==> config.mk <==
export PLATFORM = sky130hd
export DESIGN_NAME = pipeline_hazard_ctrl_flat
export DESIGN_NICKNAME = d
export VERILOG_FILES = /design/src/rtl/pipeline_hazard_ctrl_if.sv /design/src/rtl/pipeline_hazard_ctrl.sv /design/src/flat_wrapper.sv
export SDC_FILE = /design/constraint.sdc
export NUM_CORES = 1
export LEC_CHECK = 0
export ABC_AREA = 1
export BUFFER_PORTS_ARGS = -buffer_cell sky130_fd_sc_hd__buf_2
export CAP_MARGIN = 20
export CORE_ASPECT_RATIO = 0.9
export CORE_MARGIN = 5
export CORE_UTILIZATION = 38
export DETAILED_ROUTE_END_ITERATION = 10
export HOLD_SLACK_MARGIN = 0.1
export PLACE_DENSITY = 0.84
export SETUP_SLACK_MARGIN = 0.15
export SLEW_MARGIN = 20
export SYNTH_ARGS = -nofsm -noshare
export SYNTH_HDL_FRONTEND = slang
export SYNTH_SLANG_ARGS = --single-unit
==> constraint.sdc <==
create_clock -name clk -period 2.29 [get_ports clk]
set_input_delay 0.229 -clock clk [delete_from_list [all_inputs] [get_ports clk]]
set_output_delay 0.229 -clock clk [all_outputs]
set_load 0.005 [all_outputs]
==> src/rtl/pipeline_hazard_ctrl_if.sv <==
// Hazard-control bundle: pipeline register contents in, write/stall/flush controls out.
interface pipeline_hazard_ctrl_if;
   logic [3:0]  ifid_opcode;
   logic [1:0]  ifid_ra;
   logic [1:0]  ifid_rb;
   logic        ifid_valid;
   logic [3:0]  idex_opcode;
   logic [1:0]  idex_ra;
   logic        idex_valid;
   logic        branch_taken_ex;
   logic        mem_busy;
   logic        resume;
   logic        pc_write;
   logic        ifid_write;
   logic        ifid_flush;
   logic        idex_stall;
   logic        idex_flush;
   logic        pipe_freeze;
   logic        halted;
   logic [15:0] stall_cycles;
   logic [7:0]  flush_count;

   modport master (
      output ifid_opcode, ifid_ra, ifid_rb, ifid_valid,
      output idex_opcode, idex_ra, idex_valid,
      output branch_taken_ex, mem_busy, resume,
      input  pc_write, ifid_write, ifid_flush, idex_stall,
      input  idex_flush, pipe_freeze, halted,
      input  stall_cycles, flush_count
   );

   modport slave (
      input  ifid_opcode, ifid_ra, ifid_rb, ifid_valid,
      input  idex_opcode, idex_ra, idex_valid,
      input  branch_taken_ex, mem_busy, resume,
      output pc_write, ifid_write, ifid_flush, idex_stall,
      output idex_flush, pipe_freeze, halted,
      output stall_cycles, flush_count
   );
endinterface

==> src/rtl/pipeline_hazard_ctrl.sv <==
// Load-use / branch / mem-wait / halt control for the 8-bit pipeline.
// Optional stall and redirect counters under `HAZARD_STATS_EN.
module pipeline_hazard_ctrl #(
   parameter logic [3:0] OP_LOAD      = 4'h8,
   parameter logic [3:0] OP_HALT      = 4'hF,
   parameter int         FLUSH_CYCLES = 1
) (
   input logic                 clk,
   input logic                 reset,
   pipeline_hazard_ctrl_if.slave bus
);

   typedef enum logic [1:0] {RUN, FLUSH, MEM_WAIT, HALT} state_t;

   localparam logic [2:0] FRELOAD = 3'(FLUSH_CYCLES - 1);
   localparam bit         MULTI   = (FLUSH_CYCLES > 1);

   state_t     state, state_n;
   logic [2:0] fcnt, fcnt_n;
   logic       br_acc;
   logic       lu, is_halt;
   logic       pc_w, ifid_w, ifid_f, idex_s, idex_f, freeze, hlt;

   assign lu = bus.idex_valid & bus.ifid_valid &
               (bus.idex_opcode == OP_LOAD) &
               ((bus.idex_ra == bus.ifid_ra) |
                (bus.idex_ra == bus.ifid_rb));

   assign is_halt = bus.ifid_valid & (bus.ifid_opcode == OP_HALT);

   always_ff @(posedge clk) begin
      if (reset) begin
         state <= RUN;
         fcnt  <= '0;
      end else begin
         state <= state_n;
         fcnt  <= fcnt_n;
      end
   end

   always_comb begin
      state_n = state;
      fcnt_n  = fcnt;
      br_acc  = 1'b0;
      unique case (state)
         RUN, MEM_WAIT: begin
            if (bus.mem_busy) begin
               state_n = MEM_WAIT;
            end else if (bus.branch_taken_ex) begin
               br_acc = 1'b1;
               if (MULTI) begin
                  state_n = FLUSH;
                  fcnt_n  = FRELOAD;
               end else begin
                  state_n = RUN;
               end
            end else if (lu) begin
               state_n = RUN;
            end else if (is_halt) begin
               state_n = HALT;
            end else begin
               state_n = RUN;
            end
         end
         FLUSH: begin
            if (bus.mem_busy) begin
               state_n = FLUSH;
            end else if (bus.branch_taken_ex) begin
               br_acc = 1'b1;
               fcnt_n = FRELOAD;
            end else if (fcnt <= 3'd1) begin
               state_n = RUN;
               fcnt_n  = '0;
            end else begin
               fcnt_n = fcnt - 3'd1;
            end
         end
         HALT: begin
            if (bus.resume) state_n = RUN;
         end
         default: begin
            state_n = RUN;
            fcnt_n  = '0;
         end
      endcase
   end

   always_comb begin
      pc_w   = 1'b1;
      ifid_w = 1'b1;
      ifid_f = 1'b0;
      idex_s = 1'b0;
      idex_f = 1'b0;
      freeze = 1'b0;
      hlt    = 1'b0;
      if (reset) begin
         pc_w   = 1'b0;
         ifid_w = 1'b0;
         ifid_f = 1'b1;
         idex_f = 1'b1;
      end else begin
         unique case (state)
            RUN, MEM_WAIT: begin
               if (bus.mem_busy) begin
                  pc_w   = 1'b0;
                  ifid_w = 1'b0;
                  freeze = 1'b1;
               end else if (bus.branch_taken_ex) begin
                  ifid_f = 1'b1;
                  idex_f = 1'b1;
               end else if (lu) begin
                  pc_w   = 1'b0;
                  ifid_w = 1'b0;
                  idex_s = 1'b1;
               end
            end
            FLUSH: begin
               if (bus.mem_busy) begin
                  pc_w   = 1'b0;
                  ifid_w = 1'b0;
                  freeze = 1'b1;
               end else begin
                  ifid_f = 1'b1;
                  idex_f = bus.branch_taken_ex;
               end
            end
            HALT: begin
               pc_w   = 1'b0;
               ifid_w = 1'b0;
               idex_s = 1'b1;
               hlt    = 1'b1;
            end
            default: ;
         endcase
      end
   end

   assign bus.pc_write    = pc_w;
   assign bus.ifid_write  = ifid_w;
   assign bus.ifid_flush  = ifid_f;
   assign bus.idex_stall  = idex_s;
   assign bus.idex_flush  = idex_f;
   assign bus.pipe_freeze = freeze;
   assign bus.halted      = hlt;

`ifdef HAZARD_STATS_EN
   logic [15:0] stall_q;
   logic [7:0]  flush_q;

   always_ff @(posedge clk) begin
      if (reset) begin
         stall_q <= '0;
         flush_q <= '0;
      end else begin
         if (!pc_w && stall_q != 16'hFFFF) stall_q <= stall_q + 16'd1;
         if (br_acc && flush_q != 8'hFF)   flush_q <= flush_q + 8'd1;
      end
   end

   assign bus.stall_cycles = stall_q;
   assign bus.flush_count  = flush_q;
`else
   logic unused_br;
   assign unused_br        = br_acc;
   assign bus.stall_cycles = '0;
   assign bus.flush_count  = '0;
`endif

endmodule

==> src/flat_wrapper.sv <==
// flat-port wrapper written by rule: the top's interface ports become plain ports
module pipeline_hazard_ctrl_flat 
#(
   parameter logic [3:0] OP_LOAD      = 4'h8,
   parameter logic [3:0] OP_HALT      = 4'hF,
   parameter int         FLUSH_CYCLES = 1
)
  (clk, reset, bus_ifid_opcode, bus_ifid_ra, bus_ifid_rb, bus_ifid_valid, bus_idex_opcode, bus_idex_ra, bus_idex_valid, bus_branch_taken_ex, bus_mem_busy, bus_resume, bus_pc_write, bus_ifid_write, bus_ifid_flush, bus_idex_stall, bus_idex_flush, bus_pipe_freeze, bus_halted, bus_stall_cycles, bus_flush_count);
  pipeline_hazard_ctrl_if bus_i ();
  input logic clk;
  input logic reset;
  input wire logic [$bits(bus_i.ifid_opcode)-1:0] bus_ifid_opcode;
  input wire logic [$bits(bus_i.ifid_ra)-1:0] bus_ifid_ra;
  input wire logic [$bits(bus_i.ifid_rb)-1:0] bus_ifid_rb;
  input wire logic [$bits(bus_i.ifid_valid)-1:0] bus_ifid_valid;
  input wire logic [$bits(bus_i.idex_opcode)-1:0] bus_idex_opcode;
  input wire logic [$bits(bus_i.idex_ra)-1:0] bus_idex_ra;
  input wire logic [$bits(bus_i.idex_valid)-1:0] bus_idex_valid;
  input wire logic [$bits(bus_i.branch_taken_ex)-1:0] bus_branch_taken_ex;
  input wire logic [$bits(bus_i.mem_busy)-1:0] bus_mem_busy;
  input wire logic [$bits(bus_i.resume)-1:0] bus_resume;
  output wire logic [$bits(bus_i.pc_write)-1:0] bus_pc_write;
  output wire logic [$bits(bus_i.ifid_write)-1:0] bus_ifid_write;
  output wire logic [$bits(bus_i.ifid_flush)-1:0] bus_ifid_flush;
  output wire logic [$bits(bus_i.idex_stall)-1:0] bus_idex_stall;
  output wire logic [$bits(bus_i.idex_flush)-1:0] bus_idex_flush;
  output wire logic [$bits(bus_i.pipe_freeze)-1:0] bus_pipe_freeze;
  output wire logic [$bits(bus_i.halted)-1:0] bus_halted;
  output wire logic [$bits(bus_i.stall_cycles)-1:0] bus_stall_cycles;
  output wire logic [$bits(bus_i.flush_count)-1:0] bus_flush_count;
  assign bus_i.ifid_opcode = bus_ifid_opcode;
  assign bus_i.ifid_ra = bus_ifid_ra;
  assign bus_i.ifid_rb = bus_ifid_rb;
  assign bus_i.ifid_valid = bus_ifid_valid;
  assign bus_i.idex_opcode = bus_idex_opcode;
  assign bus_i.idex_ra = bus_idex_ra;
  assign bus_i.idex_valid = bus_idex_valid;
  assign bus_i.branch_taken_ex = bus_branch_taken_ex;
  assign bus_i.mem_busy = bus_mem_busy;
  assign bus_i.resume = bus_resume;
  assign bus_pc_write = bus_i.pc_write;
  assign bus_ifid_write = bus_i.ifid_write;
  assign bus_ifid_flush = bus_i.ifid_flush;
  assign bus_idex_stall = bus_i.idex_stall;
  assign bus_idex_flush = bus_i.idex_flush;
  assign bus_pipe_freeze = bus_i.pipe_freeze;
  assign bus_halted = bus_i.halted;
  assign bus_stall_cycles = bus_i.stall_cycles;
  assign bus_flush_count = bus_i.flush_count;
  pipeline_hazard_ctrl #(.OP_LOAD(OP_LOAD), .OP_HALT(OP_HALT), .FLUSH_CYCLES(FLUSH_CYCLES)) u_core (.clk(clk), .reset(reset), .bus(bus_i));
endmodule
### Word level (Yosys, flattened, before mapping)

Cells that the tools add are included.

* add/subtract/negate cells: 1
* order comparisons: 1
* equal/unequal tests: 10
* multiplexer cells: 34
* bitwise operators: 6
* reductions and logical operators: 5

Operators with widths (number)
* $mux W1: 19
* $mux W2: 8
* $eq A4 B4 Y1 const B: 2
* $mux W3: 2
* $pmux W1 S2: 3
* $pmux W2 S3: 1
* $and A1 B1 Y1: 4
* $eq A2 B2 Y1: 2
* $eq A2 B2 Y1 const B: 2
* $le A3 B1 Y1 const B: 1
* $ne A3 B2 Y1 const B: 1
* $ne A3 B3 Y1 const B: 1
* $pmux W1 S3: 1
* $reduce_and A3 Y1: 1
* $reduce_or A3 Y1: 1
* $sub A3 B1 Y3 const B: 1
* $eq A2 B1 Y1 const B: 1
* $logic_not A2 Y1: 1
* $ne A2 B2 Y1 const B: 1
* $reduce_and A2 Y1: 1
* $reduce_or A2 Y1: 1
* $not A1 Y1: 1
* $or A1 B1 Y1: 1

* flip-flop bits (word level): 5
* bits of input ports: 21
* logic and storage cells: 59

### Depth between registers and ports, before layout

Gate-level depths: netlist of the first run.

* depth in word-level cells: 8
* gate-level depth with buffers: 10
* depth with buffers taken out: 10

### Least setup slack after synthesis of the first run

OpenSTA, ideal clock, no wires.

* path kind: input to output
* start point: input port bus_idex_opcode[1]
* end point: output port bus_pc_write
* data arrival time: 0.900 ns
* data required time: 2.061 ns
* setup slack: 1.161 ns
* cell stages on the path: 7
* buffers on the path: 1
* cells stage by stage: nor2_1 -> nand3b_1 -> nor2_1 -> nand4_1 -> nand4_1 -> inv_1 -> buf_4

* longest elaborated chain between the ends: 8

Ends and longest elaborated chain
* from (decl): RTL line flat_wrapper.sv:16 `input wire logic [$bits(bus_i.idex_opcode)-1:0] bus_idex_opcode;`
* $eq A4 B4 Y1: RTL line pipeline_hazard_ctrl.sv:25 `(bus.idex_opcode == OP_LOAD) &`
* $and A1 B1 Y1: RTL line pipeline_hazard_ctrl.sv:24 `assign lu = bus.idex_valid & bus.ifid_valid &`
* $and A1 B1 Y1: RTL line pipeline_hazard_ctrl.sv:25
* $mux W1 (3 in a row)
* $pmux W1 S3
* $mux W1
* to (decl): RTL line flat_wrapper.sv:22 `output wire logic [$bits(bus_i.pc_write)-1:0] bus_pc_write;`

Every way passes these cells.

### Worst setup path in the final report of the first run

* start point: register u_core.state[0]
* end point: output port bus_ifid_write

* longest elaborated chain between the ends: 4
* elaborated cells between the ends (all ways): 7

Ends and longest elaborated chain
* from (decl): RTL line pipeline_hazard_ctrl.sv:18 `state_t state, state_n;`
* from (signal assigned): RTL line pipeline_hazard_ctrl.sv:36 `state <= state_n;`
* $eq A2 B2 Y1 or $logic_not A2 Y1 (tied branches): RTL line pipeline_hazard_ctrl.sv:102 `unique case (state)`
* $reduce_or A2 Y1: RTL line pipeline_hazard_ctrl.sv:102
* $pmux W1 S3 (*): RTL line pipeline_hazard_ctrl.sv:102
* $mux W1 (*): RTL line pipeline_hazard_ctrl.sv:96 `if (reset) begin`
* to (decl): RTL line flat_wrapper.sv:23 `output wire logic [$bits(bus_i.ifid_write)-1:0] bus_ifid_write;`

Mark *: on every way between the ends. The rest lies on a longest branch, timed or not.

==> results of run 1 <==
-- layout make-up --
cell class                 instances  area (µm²)
clock buffer                       3       22.52
clock inverter                     1       5.005
fill                             180       905.9
inverter                          16       62.56
multi-input combinational         84       402.9
sequential                         5       100.1
tap                               24       30.03
timing repair buffer              27       135.1
-- sequential cells by signal (all words and copies together), names as in the netlist --
name / cells
u_core.state: 2
u_core.fcnt: 3
-- power by group through the flow --
| stage | sequential, mW | clock (mW) | combinational, mW |
|---|---|---|---|
| after global placement | 0.0909 | 0 | 0.0628 |
| after global routing | 0.0892 | 0.117 | 0.0761 |
| final | 0.0893 | 0.104 | 0.0664 |
| after detailed placement | 0.0910 | 0 | 0.0649 |
| after CTS | 0.0892 | 0.108 | 0.0651 |
| after floorplan | 0.0908 | 0 | 0.0658 |
-- worst max-delay path, delay by kind of cell (launching register included) --
family	cells	cell delay, ps
buffers and inverters	3	300
flip-flops	1	360
AND/OR/NAND/NOR	2	240
-- metal layers --
metal,part of all wire (%),up-vias,routed length (µm)
li1,-,346,-
met1,34,300,528
met3,11,0,174
met4,0,0,0
met2,55,26,865
met5,0,-,0
-- cell families after synthesis --
| kind of cell | share of synthesized area [%] |
|---|---|
| adders and majority gates | 3.752 |
| DFF | 15.01 |
| xor gates and xnor gates | 1.314 |
| and+or+nand+nor | 33.96 |
| other | 0.5623 |
| AOI/OAI and AO/OA | 7.881 |
| buffers and inverters | 37.52 |
-- cell usage in the layout, fill, tap and decap left out --
cell      Yosys  routed
a21oi_1       2       2
o32ai_1       1       1
conb_1        1      24
o21bai_1      1       1
nand4_1       4       4
a31oi_1       1       1
inv_2         1       1
nor2_1        6       6
clkinv_2      0       1
inv_1        14      14
nand2_2       2       2
nor3_1        2       2
nand3_1       4       4
inv_4         1       1
or2_2         1       1
o21ai_1       1       1
a21oi_2       1       1
nand3_2       1       1
nand3b_1      1       1
clkbuf_4      0       3
ha_1          2       2
dfxtp_1       5       5
xnor2_1       1       1
buf_2         0      27
nand2_1      27      27
o22ai_1       1       1
nor2_4        1       1
-- per-stage QoR --
stage / std cells / power (mW) / hold WS (ps) / util (%)
after floorplan: 130 / 0.1565 / 291.4 / -
final: 160 / 0.2601 / 221.9 / 45.56
after global routing: 160 / 0.2827 / 215.2 / 45.56
after global placement: 156 / 0.1537 / 477.9 / 43.91
after detailed placement: 156 / 0.1560 / 481.2 / 43.91
after CTS: 160 / 0.2623 / 214.0 / 45.56
-- path summary, 6_finish.rpt --
kind                            depth (start not counted)  slack, ps                            to                         start
worst min register to register                          1        520   u_core.fcnt[0]$_SDFFE_PP0N_   u_core.fcnt[0]$_SDFFE_PP0N_
worst max register to register                          6       1010   u_core.fcnt[1]$_SDFFE_PP0N_   u_core.fcnt[1]$_SDFFE_PP0N_
worst max-delay path                                    5        920                bus_ifid_write  u_core.state[0]$_SDFFE_PP0P_
worst min-delay path                                    2        220  u_core.state[1]$_SDFFE_PP0P_                         reset
==> metrics.txt, run 1 <==
Core Area=roughly 1700 µm²; Fin Clk Skew=4.043 ps; initial antenna violation count=0; Root Driver=clkbuf_4; PD cells=about 340 nW/µm²; fin worst setup slack=922.5 ps; via count=between 600 and 700; antenna cells=0; layout cells sized above 1=28.68%; register bit total from synthesis=5; H-tree levels=1; PostCTS Resize Cnt=0; peak supply drop=0.2643 mV; hpwl dp=1387 µm; crit path max fanout=5; Unique masters post-synth=25; final hold vios=0; outcome=finished clean; CTS tree=done; DR vias/cell=4.200; clock latency on the worst-skew pair=250 ps; TritonRoute pass-1 iters=4; Total GRT Usage=12.04%; critical path's largest stage delay=approximately 360 ps; vias in the first global route=606; Commonest cells post-synth=nand2_1 (27), buf_4 (25), inv_1 (14); RSZ-0062 raised after global routing=no; hold-fix buffers at CTS=0; die area=around 2700 µm²; Setup Viol. Count Final=0; Ports=52; Setup crit start kind=flip-flop; fmax=0.7313 GHz; num rows=14; async set-or-reset flop fraction in the synthesized netlist=0%; GR peak layer=met2; Synth top area share=28.14%; post-synth top area cell=buf_4; part of the power in registers=34.3%; routed length per instance=roughly 10 µm; Slowest-stage cell, CP=dfxtp_1; Die Y-Extent=49.74 µm; Most used DFF post-synth=dfxtp_1; TNS Setup=0 ps; Die X=54.16 µm; grt met2 use=about 22%; drt drc=0; maximum root-to-sink buffer count=2; setup repair bufs after CTS=0; count leader, synth=nand2_1; DRT antenna net count=0; clk sink count=5; part of the Yosys area used for sequential elements=between 10% and 20%; gate count after technology mapping=107; Post-Syn Area=666.9 µm²; RD Place Congestion=0.7658; kind of critical path=reg -> out; IO buf count=27; P&R area growth vs syn=13.70%; Placed Area=730.7 µm²; Max-cap violations=0; Clock power frac=roughly two fifths; dpl ws=962.9 ps; final wirelength=between 1500 and 2000 µm; pin count of the biggest net entering global routing=9; Leak=0.4409 nW; Finished Cell Area=758.2 µm²; Hold WC Path Type=in -> reg; CP Capture Type=output port; Post-synth EDFFs=0; Avg Cell Area, Syn=6.233 µm²; Num CTS Buffers=3; switching power=0.08214 mW; routing usage on met3=6.024%; GRT Residual Overflow=0; clock transition at the registers of the reported paths=50 ps; Slew Limit Fails=0; global routing met1 resource utilization=11.39%; top post-synthesis cells by area=buf_4 (28%), nand2_1 (15%), dfxtp_1 (15%); first-iteration detailed-routing DRC count=11; worst path required time=between 2000 and 2500 ps; Gate power share=25.5%; critical path cell sequence=inv_1 -> nand4_1 -> nand4_1 -> inv_1 -> buf_2; Initial Utilization=approximately two fifths; synth warn=0; Sw Ratio=31.58%; min Tclk post-route=1367 ps; final net count=between 150 and 200; first-pass GRT wire length=around 2400 µm; fin crit share=59.71%; Worst EP arrival=1140 ps; internal power=0.1780 mW
Note: power is estimated with default switching activity, not from simulation.
==> inputs of run 2 (changes only) <==
--- a/config.mk
+++ b/config.mk
@@ -5,12 +5,12 @@
 export SDC_FILE = /design/constraint.sdc
 export NUM_CORES = 1
 export LEC_CHECK = 0
-export ABC_AREA = 1
+export ABC_AREA = 0
 export BUFFER_PORTS_ARGS = -buffer_cell sky130_fd_sc_hd__buf_2
 export CAP_MARGIN = 20
 export CORE_ASPECT_RATIO = 0.9
 export CORE_MARGIN = 5
-export CORE_UTILIZATION = 38
+export CORE_UTILIZATION = 37
 export DETAILED_ROUTE_END_ITERATION = 10
 export HOLD_SLACK_MARGIN = 0.1
 export PLACE_DENSITY = 0.84
==> constraint.sdc (replaced) <==
create_clock -name clk -period 1.3 [get_ports clk]
set_input_delay 0.13 -clock clk [delete_from_list [all_inputs] [get_ports clk]]
set_output_delay 0.13 -clock clk [all_outputs]
set_load 0.005 [all_outputs]
==> metrics.txt, run 2 <==
outcome=finished, violations left (was finished clean); violated checks=setup timing; endpoint of the worst hold path=u_core.state[0]$_SDFFE_PP0P_ (was u_core.state[1]$_SDFFE_PP0P_); PD cells=529.1 nW/µm² (was 343.1 nW/µm²); Synth top area share=30.80% (was 28.14%); final wirelength=1790 µm (was 1568 µm); antenna cells=0 (unchanged); GRT Residual Overflow=0 (unchanged); Setup Viol. Count Final=10 (was 0); IO buf count=27 (unchanged); routed length per instance=13.07 µm (was 9.800 µm); die area=2560 µm² (was 2694 µm²); layout cells sized above 1=51.30% (was 28.68%); first-iteration detailed-routing DRC count=8 (was 11); Commonest cells post-synth=buf_4 (25), nor2_1 (6), dfxtp_1 (5) (was nand2_1 (27), buf_4 (25), inv_1 (14)); RSZ-0062 raised after global routing=yes (was no); num rows=13 (was 14); Sw Ratio=29.55% (was 31.58%); combinational family with the most area after synthesis=buffers and inverters (unchanged); Slew Limit Fails=0 (unchanged); Clock power frac=38.9% (was 40.1%); Die X=52.78 µm (was 54.16 µm); Reg with most FFs=u_core.fcnt (unchanged); Core Area=1496 µm² (was 1664 µm²); area of the multi-input gates=479.2 µm² (was 402.9 µm²); Worst EP arrival=1630 ps (was 1140 ps); top flop regs=u_core.fcnt: 3 flops, u_core.state: 2 flops (unchanged); crit path max fanout=2 (was 5); hold path start=bus_mem_busy (was reset); RR Endpoint=u_core.fcnt[1]$_SDFFE_PP0N_ (unchanged); min Tclk post-route=1462 ps; Hold WC Path Type=in -> reg (unchanged); top post-synthesis cells by area=buf_4 (31%), dfxtp_1 (16%), xor2_1 (5.7%) (was buf_4 (28%), nand2_1 (15%), dfxtp_1 (15%)); DRT antenna net count=0 (unchanged); switching power=0.1381 mW (was 0.08214 mW); first-pass GRT wire length=2442 µm (was 2415 µm); Slowest-stage cell, CP=or4_4 (was dfxtp_1); vias in the first global route=563 (was 606); post-synthesis mux area share=1.643% (was 0%); initial antenna violation count=0 (unchanged); fillers=143 (was 180); Reg2Reg Launch Point=u_core.fcnt[1]$_SDFFE_PP0N_ (unchanged); Setup crit start kind=flip-flop (unchanged); fmax=0.6839 GHz; hpwl dp=1295 µm (was 1387 µm); max reg flops=3 (unchanged); Avg Cell Area, Syn=7.812 µm² (was 6.233 µm²); RD Place Congestion=0.7241 (was 0.7658); delay-heaviest family, CP=simple AND/OR/NAND/NOR gates (was flip-flops); Die Y-Extent=48.50 µm (was 49.74 µm); Gate power share=27.4% (was 25.5%); critical path cell sequence=inv_2 -> ha_4 -> o21ba_4 -> nor2_2 -> or4_4 -> a21oi_2 (was inv_1 -> nand4_1 -> nand4_1 -> inv_1 -> buf_2); clock transition at the registers of the reported paths=50 ps (about the same); Leak=0.4243 nW (was 0.4409 nW); final hold vios=0 (unchanged); Post-synth EDFFs=0 (unchanged); post-synth top area cell=buf_4 (unchanged); via count=624 (was 672); TNS Setup=-476.4 ps (was 0 ps); CTS tree=done (unchanged); hold depth=3 (was 2); fin worst setup slack=-162.2 ps (was 922.5 ps); count leader, synth=buf_4 (was nand2_1); drt drc=0 (unchanged); register bit total from synthesis=5 (unchanged); Post-Syn Area=609.3 µm² (was 666.9 µm²); part of the Yosys area used for sequential elements=16.43% (was 15.01%); internal power=0.3292 mW (was 0.1780 mW); Fin Clk Skew=0.7888 ps (was 4.043 ps); most frequent cells in the layout=buf_2 (25), conb_1 (24), buf_4 (6) (was nand2_1 (27), buf_2 (27), conb_1 (24)); Reg area=105.1 µm² (was 100.1 µm²); CP Capture Type=flip-flop (was output port); async set-or-reset flop fraction in the synthesized netlist=0% (unchanged); H-tree levels=1 (unchanged); Total GRT Usage=12.42% (was 12.04%); P&R area growth vs syn=44.97% (was 13.70%); maximum root-to-sink buffer count=2 (unchanged); Worst Hold Slack=221.6 ps (was 221.9 ps); clk sink count=5 (unchanged); Unique masters post-synth=30 (was 25); pin count of the biggest net entering global routing=12 (was 9); commonest non-fill, non-tap cell in the layout=buf_2; synth warn=0 (unchanged); Ports=52 (unchanged); Most used DFF post-synth=dfxtp_1 (unchanged); CP Depth=6 (was 5); kind of critical path=reg -> reg (was reg -> out); Initial Utilization=40.72% (was 40.08%); Max-cap violations=0 (unchanged); FF-to-FF path depth=6 (unchanged); worst path required time=1470 ps (was 2060 ps); TritonRoute pass-1 iters=4 (unchanged); reg2reg setup slack=-160 ps (was 1010 ps); fin crit share=112.5%; Compound-Gate Fraction of Synth Area=17.66% (was 7.880%); part of the power in registers=33.7% (was 34.3%); DR vias/cell=4.555 (was 4.200); Synth Area in Simple Gates=19.92% (was 33.96%); Root Driver=clkbuf_4 (unchanged); clock latency on the worst-skew pair=240 ps (was 250 ps); critical path's largest stage delay=480 ps (was 360 ps); CP bufs+invs=1 (was 3); Num CTS Buffers=3 (unchanged); Synth Area in XOR/XNOR=5.749% (was 1.313%); final net count=139 (was 160); gate count after technology mapping=78 (was 107); peak supply drop=0.3942 mV (was 0.2643 mV); adder-cell share of the synthesized area=4.107% (was 3.752%)
## run 2: cell count changes in the layout (fill, tap and decap cells not counted), moves of 2 or more
cell | previous run | this run
nor2_1 | 6 | 3
inv_1 | 14 | 3
xor2_1 | 0 | 4
a31o_4 | 0 | 2
dfxtp_1 | 5 | 1
nand3_1 | 4 | 0
buf_4 | 0 | 6
dfxtp_2 | 0 | 4
buf_2 | 27 | 25
nor4b_1 | 0 | 2
nand2_1 | 27 | 1
nand4_1 | 4 | 1
o21ai_0 | 0 | 2
buf_6 | 0 | 4
## run 2: how the worst max path moves through the flow
stage                     slack [ps]                   startpoint                          end
final                           -160  u_core.fcnt[1]$_SDFFE_PP0N_  u_core.fcnt[1]$_SDFFE_PP0N_
after global routing            -230  u_core.fcnt[1]$_SDFFE_PP0N_  u_core.fcnt[1]$_SDFFE_PP0N_
after CTS                       -170  u_core.fcnt[1]$_SDFFE_PP0N_  u_core.fcnt[1]$_SDFFE_PP0N_
after detailed placement        -240  u_core.fcnt[0]$_SDFFE_PP0N_  u_core.fcnt[1]$_SDFFE_PP0N_
after global placement          -110  u_core.fcnt[1]$_SDFFE_PP0N_  u_core.fcnt[1]$_SDFFE_PP0N_
after floorplan                 -120  u_core.fcnt[1]$_SDFFE_PP0N_  u_core.fcnt[1]$_SDFFE_PP0N_
## run 2: area by class of cell
type	count	share of cell area (%)
Clock buffer	4	2.975
Inverter	4	1.700
Multi-Input combinational cell	66	54.25
Sequential cell	5	11.90
Tap cell	22	3.116
Timing Repair Buffer	36	26.06
## run 2: cells by family (layout without fill, tap and decap cells)
logic type               after synthesis  in the layout
AO/OA/AOI/OAI                         15             15
XOR/XNOR                               4              4
adder cells (fa/ha/maj)                2              2
buffers and inverters                 30             44
flip-flops                             5              5
multiplexers                           1              1
other                                  1             24
AND/OR/NAND/NOR                       20             20
## run 2: through the flow
stage	std cells	setup WS, ps	util, %	total power [mW]	area (µm²)
finish	137	-162.2	59.03	0.4673	883.3
global route	137	-234.5	59.03	0.4871	883.3
CTS	136	-170.1	54.26	0.4491	812.0
detailed placement	131	-238.1	49.00	0.2647	733.2
global placement	131	-106.9	49.00	0.2619	733.2
floorplan	101	-115.7	-	0.2642	709.4
## run 2: timing repair
action / 4_1_cts / 5_1_grt
endpoints found under the setup margin: 11 / 11
setup buffers: 1 / 1
pin swaps: 3 / 4
gates cloned: 0 / 0
resized for setup: 13 / 11
hold buffers: 0 / 0
## run 2: metal layers
metal | wire, µm | track usage (%) | vias up | share of wire [%]
met5 | 0 | 0 | - | 0
met3 | 177 | 1.529 | 2 | 9.9
met2 | 966 | 23.76 | 45 | 54
li1 | - | - | 296 | -
met1 | 619 | 12.43 | 281 | 35
met4 | 27 | 6.383 | 0 | 1.5
## run 2: worst reg2reg max path, cell delays in order (launching register included)
cell	delay, ps
dfxtp_2	320
inv_2	50
ha_4	140
o21ba_4	220
nor2_2	40
or4_4	480
a21oi_2	140
## run 2: power by group through the flow
stage / Sequential (mW) / Clock (mW) / Combinational, mW
3_5_place_dp: 0.160 / 0 / 0.105
2_1_floorplan: 0.161 / 0 / 0.104
5_1_grt: 0.158 / 0.190 / 0.140
4_1_cts: 0.158 / 0.180 / 0.111
3_3_place_gp: 0.159 / 0 / 0.102
6_report: 0.157 / 0.182 / 0.128
==> inputs of run 3 (changes only) <==
--- a/config.mk
+++ b/config.mk
@@ -5,15 +5,15 @@
 export SDC_FILE = /design/constraint.sdc
 export NUM_CORES = 1
 export LEC_CHECK = 0
-export ABC_AREA = 0
+export ABC_AREA = 1
 export BUFFER_PORTS_ARGS = -buffer_cell sky130_fd_sc_hd__buf_2
 export CAP_MARGIN = 20
 export CORE_ASPECT_RATIO = 0.9
-export CORE_MARGIN = 5
-export CORE_UTILIZATION = 37
+export CORE_MARGIN = 2
+export CORE_UTILIZATION = 35
 export DETAILED_ROUTE_END_ITERATION = 10
 export HOLD_SLACK_MARGIN = 0.1
-export PLACE_DENSITY = 0.84
+export PLACE_DENSITY = 0.81
 export SETUP_SLACK_MARGIN = 0.15
 export SLEW_MARGIN = 20
 export SYNTH_ARGS = -nofsm -noshare
==> constraint.sdc (replaced) <==
create_clock -name clk -period 1.24 [get_ports clk]
set_input_delay 0.124 -clock clk [delete_from_list [all_inputs] [get_ports clk]]
set_output_delay 0.124 -clock clk [all_outputs]
set_load 0.005 [all_outputs]
==> metrics.txt, run 3 (synthesis results as in run 1) <==
outcome=finished clean (was finished, violations left); hpwl dp=1098 µm (was 1295 µm); Hold WC Path Type=in -> reg (unchanged); RD Place Congestion=0.7797 (was 0.7241); Max-cap violations=0 (unchanged); peak supply drop=0.4602 mV (was 0.3942 mV); max reg flops=3 (unchanged); CP Capture Type=output port (was flip-flop); Die X=50.01 µm (was 52.78 µm); DR vias/cell=4.168 (was 4.555); hold-fix buffers at CTS=0 (unchanged); hold depth=2 (was 3); fmax=0.8708 GHz; Slew Limit Fails=0 (unchanged); reg2reg setup slack=100 ps (was -160 ps); final wirelength=1413 µm (was 1790 µm); antenna cells=0 (unchanged); Reg area=107.6 µm² (was 105.1 µm²); cell count after placement=156 (was 131); first-iteration detailed-routing DRC count=7 (was 8); hold path start=reset (was bus_mem_busy); Setup crit start kind=flip-flop (unchanged); via count=696 (was 624); IO buf count=27 (unchanged); crit path max fanout=3 (was 2); clock transition at the registers of the reported paths=40 ps (was 50 ps); Leak=0.4831 nW (was 0.4243 nW); vias in the first global route=623 (was 563); min Tclk post-route=between 1000 and 1500 ps; Total GRT Usage=14.53% (was 12.42%); most frequent cells in the layout=buf_2 (27), nand2_1 (26), conb_1 (24) (was buf_2 (25), conb_1 (24), buf_4 (6)); pin count of the biggest net entering global routing=9 (was 12); layout cells sized above 1=41.96% (was 51.30%); Num CTS Buffers=3 (unchanged); CTS tree=done (unchanged); TNS Setup=0 ps (was -476.4 ps); TritonRoute pass-1 iters=5 (was 4); commonest non-fill, non-tap cell in the layout=buf_2 (unchanged); Post-Layout Cell Count=167 (was 137); initial antenna violation count=0 (unchanged); final hold vios=0 (unchanged); Root Driver=clkbuf_4 (unchanged); fin crit share=92.61%; top flop regs=u_core.fcnt: 3 flops, u_core.state: 2 flops (unchanged); clk sink count=5 (unchanged); drt drc=0 (unchanged); Initial Utilization=38.46% (was 40.72%); Reg with most FFs=u_core.fcnt (unchanged); fillers=175 (was 143); DRT antenna net count=0 (unchanged); RR Endpoint=u_core.fcnt[1]$_SDFFE_PP0N_ (unchanged); routed length per instance=8.461 µm (was 13.07 µm); Die Y-Extent=45.41 µm (was 48.50 µm); num rows=14 (was 13); Final Power=0.4818 mW (was 0.4673 mW); die area=2271 µm² (was 2560 µm²); Fin Clk Skew=5.724 ps (was 0.7888 ps); Worst EP arrival=1020 ps (was 1630 ps); Core Area=1734 µm² (was 1496 µm²); clock latency on the worst-skew pair=250 ps (was 240 ps); first-pass GRT wire length=2470 µm (was 2442 µm); Worst Hold Slack=136.6 ps (was 221.6 ps); area of the multi-input gates=451.7 µm² (was 479.2 µm²); fin util=49.93% (was 59.03%); Setup Viol. Count Final=0 (was 10); Ports=52 (unchanged); PD cells=556.4 nW/µm² (was 529.1 nW/µm²); GRT Residual Overflow=0 (unchanged); H-tree levels=1 (unchanged); FF-to-FF path depth=6 (unchanged); worst path required time=1120 ps (was 1470 ps); P&R area growth vs syn=29.83% (was 44.97%); endpoint of the worst hold path=u_core.state[1]$_SDFFE_PP0P_ (was u_core.state[0]$_SDFFE_PP0P_); RSZ-0062 raised after global routing=yes (unchanged); Reg2Reg Launch Point=u_core.fcnt[1]$_SDFFE_PP0N_ (unchanged); final net count=167 (was 139); maximum root-to-sink buffer count=2 (unchanged); kind of critical path=reg -> out (was reg -> reg)
run 3: what timing repair did:
item,in CTS,in global routing
endpoints found under the setup margin,11,12
buffers inserted,6,1
gates resized for setup,10,5
pin swaps,6,4
run 3: worst max-delay path by stage:
stage,start,end,cells past startpoint
2_1_floorplan,u_core.fcnt[0]$_SDFFE_PP0N_,u_core.fcnt[1]$_SDFFE_PP0N_,5
3_3_place_gp,u_core.fcnt[0]$_SDFFE_PP0N_,u_core.fcnt[1]$_SDFFE_PP0N_,5
3_5_place_dp,u_core.fcnt[0]$_SDFFE_PP0N_,u_core.fcnt[1]$_SDFFE_PP0N_,5
4_1_cts,u_core.state[0]$_SDFFE_PP0P_,bus_pc_write,5
5_1_grt,u_core.state[0]$_SDFFE_PP0P_,bus_ifid_write,5
6_report,u_core.state[0]$_SDFFE_PP0P_,bus_idex_stall,4
run 3: worst max-delay path, cell delays in order (launching register included):
cell and delay (ps):
dfxtp_2 330, inv_2 70, nand4_1 110, o22ai_1 140
buf_2 130
run 3: stage by stage:
stage	area, µm²	worst slack (ps)
floorplan	754.5	139.9
global placement	732.0	100.6
detailed placement	732.0	29.35
CTS	839.6	66.17
global route	865.8	27.23
finish	865.8	91.68
run 3: cell type report:
type                            instances  area share [%]
Inverter                               16           7.225
Sequential cell                         5           12.43
Tap cell                               24           3.468
Timing Repair Buffer                   34           21.68
Clock buffer                            4           3.035
Multi-Input combinational cell         84           52.17
run 3: power by group:
part | internal [mW] | total (mW) | switching, mW
registers | 0.162 | 0.164 | 0.00221
clock network | 0.122 | 0.194 | 0.0721
logic | 0.0508 | 0.124 | 0.0730
total | 0.334 | 0.482 | 0.147
run 3: routing by layer:
metal / global-route usage [%] / vias up / routed length, µm
met5: 0 / - / 0
met3: 5.921 / 4 / 95
li1: - / 357 / -
met1: 15.66 / 303 / 561
met2: 25.53 / 32 / 745
met4: 6.111 / 0 / 10
